**src/rtl/pwm_shadow_core.sv**
```systemverilog
// pwm_shadow_core: single-channel PWM generator with double-buffered settings.
// A load strobe stages period/duty/polarity. The staged values move into the
// shadow registers when the channel starts or at a period boundary, so a period
// that is already running is never disturbed.
//
// Ports:
//   clk, rst_n   clock (posedge) and asynchronous active-low reset
//   en           channel enable; sampled when idle and at each period boundary
//   polarity     0: active-high output, 1: active-low output (staged by load)
//   period       PWM period minus one (staged by load)
//   duty_cycle   active cycles per period (staged by load)
//   load         one-cycle strobe that captures period/duty_cycle/polarity
//   out          registered PWM output
//   busy         high while running
//   period_done  one-cycle pulse on the last cycle of each period
//   cnt          registered position within the current period
module pwm_shadow_core #(
    parameter int unsigned CNT_WIDTH = 16
) (
    input  logic                 clk,
    input  logic                 rst_n,
    input  logic                 en,
    input  logic                 polarity,
    input  logic [CNT_WIDTH-1:0] period,
    input  logic [CNT_WIDTH-1:0] duty_cycle,
    input  logic                 load,
    output logic                 out,
    output logic                 busy,
    output logic                 period_done,
    output logic [CNT_WIDTH-1:0] cnt
);

    typedef enum logic {
        IDLE = 1'b0,
        RUN  = 1'b1
    } state_t;

    typedef struct packed {
        logic [CNT_WIDTH-1:0] per;
        logic [CNT_WIDTH-1:0] duty;
        logic                 pol;
    } cfg_t;

    state_t               state_q, state_d;
    cfg_t                 stage_q, stage_d;
    cfg_t                 shadow_q, shadow_d;
    cfg_t                 cfg_in;
    logic                 pend_q, pend_d;
    logic [CNT_WIDTH-1:0] cnt_q, cnt_d;
    logic                 out_q, out_d;
    logic                 busy_q, busy_d;
    logic                 pd_q, pd_d;
    logic                 xfer;
    logic                 run_d;

    // State, settings and registered outputs.
    always_ff @(posedge clk or negedge rst_n) begin
        if (!rst_n) begin
            state_q  <= IDLE;
            stage_q  <= '0;
            shadow_q <= '0;
            pend_q   <= 1'b0;
            cnt_q    <= '0;
            out_q    <= 1'b0;
            busy_q   <= 1'b0;
            pd_q     <= 1'b0;
        end else begin
            state_q  <= state_d;
            stage_q  <= stage_d;
            shadow_q <= shadow_d;
            pend_q   <= pend_d;
            cnt_q    <= cnt_d;
            out_q    <= out_d;
            busy_q   <= busy_d;
            pd_q     <= pd_d;
        end
    end

    // Next state, staging/transfer, and next values of the registered outputs.
    always_comb begin
        state_d  = state_q;
        stage_d  = stage_q;
        shadow_d = shadow_q;
        pend_d   = pend_q;
        cnt_d    = cnt_q;
        xfer     = 1'b0;

        cfg_in.per  = period;
        cfg_in.duty = duty_cycle;
        cfg_in.pol  = polarity;

        if (load) begin
            stage_d = cfg_in;
            pend_d  = 1'b1;
        end

        case (state_q)
            IDLE: begin
                cnt_d = '0;
                if (en) begin
                    state_d = RUN;
                    xfer    = 1'b1;
                end
            end
            RUN: begin
                if (cnt_q == shadow_q.per) begin
                    // Period boundary: the only point where en is honoured.
                    cnt_d = '0;
                    xfer  = 1'b1;
                    if (!en) begin
                        state_d = IDLE;
                    end
                end else begin
                    cnt_d = cnt_q + CNT_WIDTH'(1);
                end
            end
            default: begin
                state_d = IDLE;
                cnt_d   = '0;
            end
        endcase

        // A load landing on a transfer cycle bypasses the stage.
        if (xfer) begin
            if (load) begin
                shadow_d = cfg_in;
            end else if (pend_q) begin
                shadow_d = stage_q;
            end
            pend_d = 1'b0;
        end

        // Outputs are computed from next-cycle values so they line up with cnt.
        run_d  = (state_d == RUN);
        busy_d = run_d;
        out_d  = run_d ? ((cnt_d < shadow_d.duty) ^ shadow_d.pol) : shadow_d.pol;
        pd_d   = run_d && (cnt_d == shadow_d.per);
    end

    assign out         = out_q;
    assign busy        = busy_q;
    assign period_done = pd_q;
    assign cnt         = cnt_q;

endmodule

```
**config.mk**
```make
export PLATFORM = sky130hd
export DESIGN_NAME = pwm_shadow_core
export DESIGN_NICKNAME = d
export VERILOG_FILES = /design/src/rtl/pwm_shadow_core.sv
export SDC_FILE = /design/constraint.sdc
export NUM_CORES = 1
export LEC_CHECK = 0
export BUFFER_PORTS_ARGS = -buffer_cell sky130_fd_sc_hd__buf_2
export CAP_MARGIN = 20
export CORE_MARGIN = 4
export CORE_UTILIZATION = 58
export DETAILED_ROUTE_END_ITERATION = 12
export MAX_ROUTING_LAYER = met4
export PLACE_DENSITY = 0.92
export SLEW_MARGIN = 20
export SYNTH_ARGS = -nofsm -noshare
export SYNTH_HDL_FRONTEND = slang
export SYNTH_SLANG_ARGS = --single-unit
```
**constraint.sdc**
```tcl
create_clock -name clk -period 4.6 [get_ports clk]
set_clock_uncertainty 0.05 [all_clocks]
set_input_delay 0.92 -clock clk [delete_from_list [all_inputs] [get_ports clk]]
set_output_delay 0.92 -clock clk [all_outputs]
set_load 0.01 [all_outputs]
```
==> flow_metrics.py <==
metrics = {
    "cts": {
        "clkTransAtPathRegs_ps": 80,
        "cts.sinks": 86,
        "clock_path_buffers": 2,
        "ctsResizeCount": 0,
        "cts_setup_buffers": 0,
        "clkLatencyLatePin_ps": 350,
        "htreeDepth": 3,
        "cts_buffers": 9,
        "cts_tree": "built",
        "cts-root-buf": "clkbuf_8",
        "hold_buffers": 0,
    },
    "finish": {
        "drive_above_1_share_pct": 24.2,
        "most-common-layout-cells": "dfrtp_1 (86), buf_2 (54), inv_1 (35)",
        "final_common_cell": "dfrtp_1",
        "fin_area_um2": 4940,
        "post-route-util_pct": 67.7,
        "final_nets": 511,
        "diodes": 0,
        "syn_to_final_growth_pct": 12.8,
        "fill_cells": 573,
    },
    "synthesis": {
        "synth_cells": 402,
        "synth_area_leaders": "dfrtp_1 (49%), mux2_2 (6.9%), xnor2_1 (4.6%)",
        "yosysUniqueCellTypes": 49,
        "syn_avg_cell_area_um2": 10.9,
        "synthMuxAreaShare_pct": 9.95,
        "synth-seq-area-share_pct": 49.2,
        "netlist_area_um2": 4380,
        "yosysWarningCount": 0,
        "ys_seq_elements": 86,
        "synth-simple-area-share_pct": 12.5,
        "synth_compound_area_share_pct": 10.4,
        "async_flop_share_pct": 100,
        "synthFlopType": "dfrtp_1",
        "synth_top_family_by_area": "simple AND/OR/NAND/NOR gates",
        "synthAdderAreaFrac_pct": 4.58,
        "synth-edff-count": 0,
        "yosys.area.top_type": "dfrtp_1",
        "synth_top_cell_area_share_pct": 49.2,
        "syn_nets": 455,
        "synth-xor-area-share_pct": 8.35,
    },
    "pwr": {
        "p_leak_nw": 2.38,
        "vdd_ir_drop_max_v": 0.000213,
        "power_mw": 2.72,
        "power.density_nw_per_um2": 552,
    },
    "route": {
        "dr.pass1.iters": 5,
        "wl_per_cell_um": 18.6,
        "drc": 0,
        "drtIter0Drc": 191,
        "vias_per_cell": 5.88,
        "ant_nets": 0,
        "wirelength_um": 10400,
        "vias": 3296,
    },
    "global_routing": {
        "antenna_found_initial": 0,
        "gr-total-overflow": 0,
        "grt_pass1_vias": 3486,
        "grt_max_degree": 87,
        "grtUsageMet1_pct": 32.9,
        "grtUsageMet3_pct": 5.10,
        "grt.total_usage_pct": 25.9,
        "busiest_layer": "met2",
        "grt_pass1_wl_um": 17200,
        "grt_use_met2_pct": 41.0,
    },
    "floorplan": {
        "coreArea_um2": 7290,
        "rows": 31,
        "die-area_um2": 9000,
        "boundaryPins": 56,
        "die_h_um": 94.9,
        "start_util_pct": 60.0,
        "die_x_um": 94.9,
    },
    "sta": {
        "setup_tns_ps": 0,
        "finalHoldViolations": 0,
        "setup_viol": 0,
        "tightest_slew_ps": 759,
        "slew_headroom_pct": 49.4,
        "fmax_mhz": 249,
        "slew_violations": 0,
        "finalCritPeriodShare_pct": 87.2,
        "rsz0062_at_grt": "false",
        "min_period_ps": 4010,
    },
    "critical_path": {
        "crit_chain": "xnor2_1 > nand4_2 > or4_4 > o21ai_4 > buf_4 > o21ai_0 > ha_1 > a21o_1 > a21oi_1 > nand2_1 > a211oi_1 > or4_1 > nand4b_1",
        "startpoint_type": "flop",
        "end_kind": "flop",
        "worst-endpoint-arrival_ps": 4190,
        "crit_buf_inv": 1,
        "crit_path_top_delay_cell": "or4_4",
        "cp_top_family": "compound AO/OA/AOI/OAI gates",
        "cpPeakStageDelay_ps": 620,
        "critPathKind": "flop to flop",
        "path_max_fanout": 28,
        "crit_required_ps": 4780,
    },
    "min_path": {
        "hold_path.class": "flop to flop",
    },
    "outcome": {
        "status": "completed",
    },
    "placed_design": {
        "placed_area_um2": 4730,
        "port_buffers": 55,
        "place_hpwl_um": 7810,
        "gp_congestion": 0.943,
    },
    "flow_run": {
        "maxCapViolations": 0,
    },
}
==> logic make-up after synthesis <==
group / Yosys count
AO/OA/AOI/OAI: 66
XOR/XNOR: 40
adder cells (fa/ha/maj): 16
buffers and inverters: 51
flip-flops: 86
multiplexers: 40
AND/OR/NAND/NOR: 103
==> final timing paths <==
kind / startpoint / end / slack [ps] / depth (start not counted)
setup reg to reg: cnt[6]$_DFF_PN0_ / out$_DFF_PN0_ / 590 / 13
max in group asynchronous: rst_n / shadow_q[27]$_DFF_PN0_ / 3430 / 1
hold reg to reg: stage_q[23]$_DFFE_PN0P_ / stage_q[23]$_DFFE_PN0P_ / 450 / 1
setup / recovery: cnt[6]$_DFF_PN0_ / out$_DFF_PN0_ / 590 / 13
min in group asynchronous: rst_n / shadow_q[7]$_DFF_PN0_ / 560 / 1
hold / removal: stage_q[23]$_DFFE_PN0P_ / stage_q[23]$_DFFE_PN0P_ / 450 / 1
==> metrics by stage <==
step / instances / hold slack, ps / setup WS, ps
2_1_floorplan: 402 / 410 / 4.75
3_3_place_gp: 546 / 428 / 471
3_5_place_dp: 546 / 432 / 615
4_1_cts: 561 / 451 / 648
5_1_grt: 561 / 464 / 371
6_report: 561 / 449 / 588
==> synthesized netlist by cell type, types with 3 or more instances <==
| cell type | number |
|---|---|
| dfrtp_1 | 86 |
| inv_1 | 35 |
| nor2_1 | 32 |
| mux2_2 | 27 |
| xnor2_1 | 23 |
| o21ai_0 | 19 |
| or3_1 | 17 |
| ha_1 | 16 |
| a21oi_1 | 15 |
| xor2_1 | 15 |
| mux2i_1 | 12 |
| clkbuf_1 | 11 |
| nand4_1 | 11 |
| nand2_1 | 10 |
| nand3_1 | 7 |
| nor3_1 | 6 |
| o21a_1 | 5 |
| a211oi_1 | 4 |
| a21o_1 | 4 |
| and3_1 | 4 |
| buf_6 | 4 |
| nor3b_1 | 3 |
| o22ai_1 | 3 |
| or4_1 | 3 |
==> flip-flops by register name, summed over array words and instances (netlist names) <==
signal / cells
period_done: 1
out: 1
shadow_q: 33
cnt: 16
stage_q: 33
pend_q: 1
busy: 1
==> where the power goes <==
group	switching, mW	total, mW	internal, mW
logic	0.586	1.04	0.457
clock network	0.265	0.529	0.264
registers	0.189	1.15	0.963
==> worst register-to-register path: cells and delay by family (launching register included) <==
family,cells,cell delay (ps)
AOI/OAI and AO/OA,5,1210
xor gates and xnor gates,1,270
adders and majority gates,1,340
buffers and inverters,1,390
DFF,1,460
and+or+nand+nor,5,1160
==> layout make-up <==
cell class	count	area (µm²)	share of cell area, %
sequential	86	2150	43.6
clock inverter	5	60.1	1.22
inverter	35	131	2.66
timing repair buffer	61	327	6.62
multi-input combinational	265	2000	40.6
clock buffer	10	138	2.79
tap	99	124	2.51
==> layer usage <==
layer	vias up	wire length [µm]	part of all wire, %
met5	-	0	0
li1	1511	-	-
met4	0	302	2.9
met2	130	5130	49
met3	29	583	5.6
met1	1626	4430	42
Note: power is estimated with default switching activity, not from simulation.
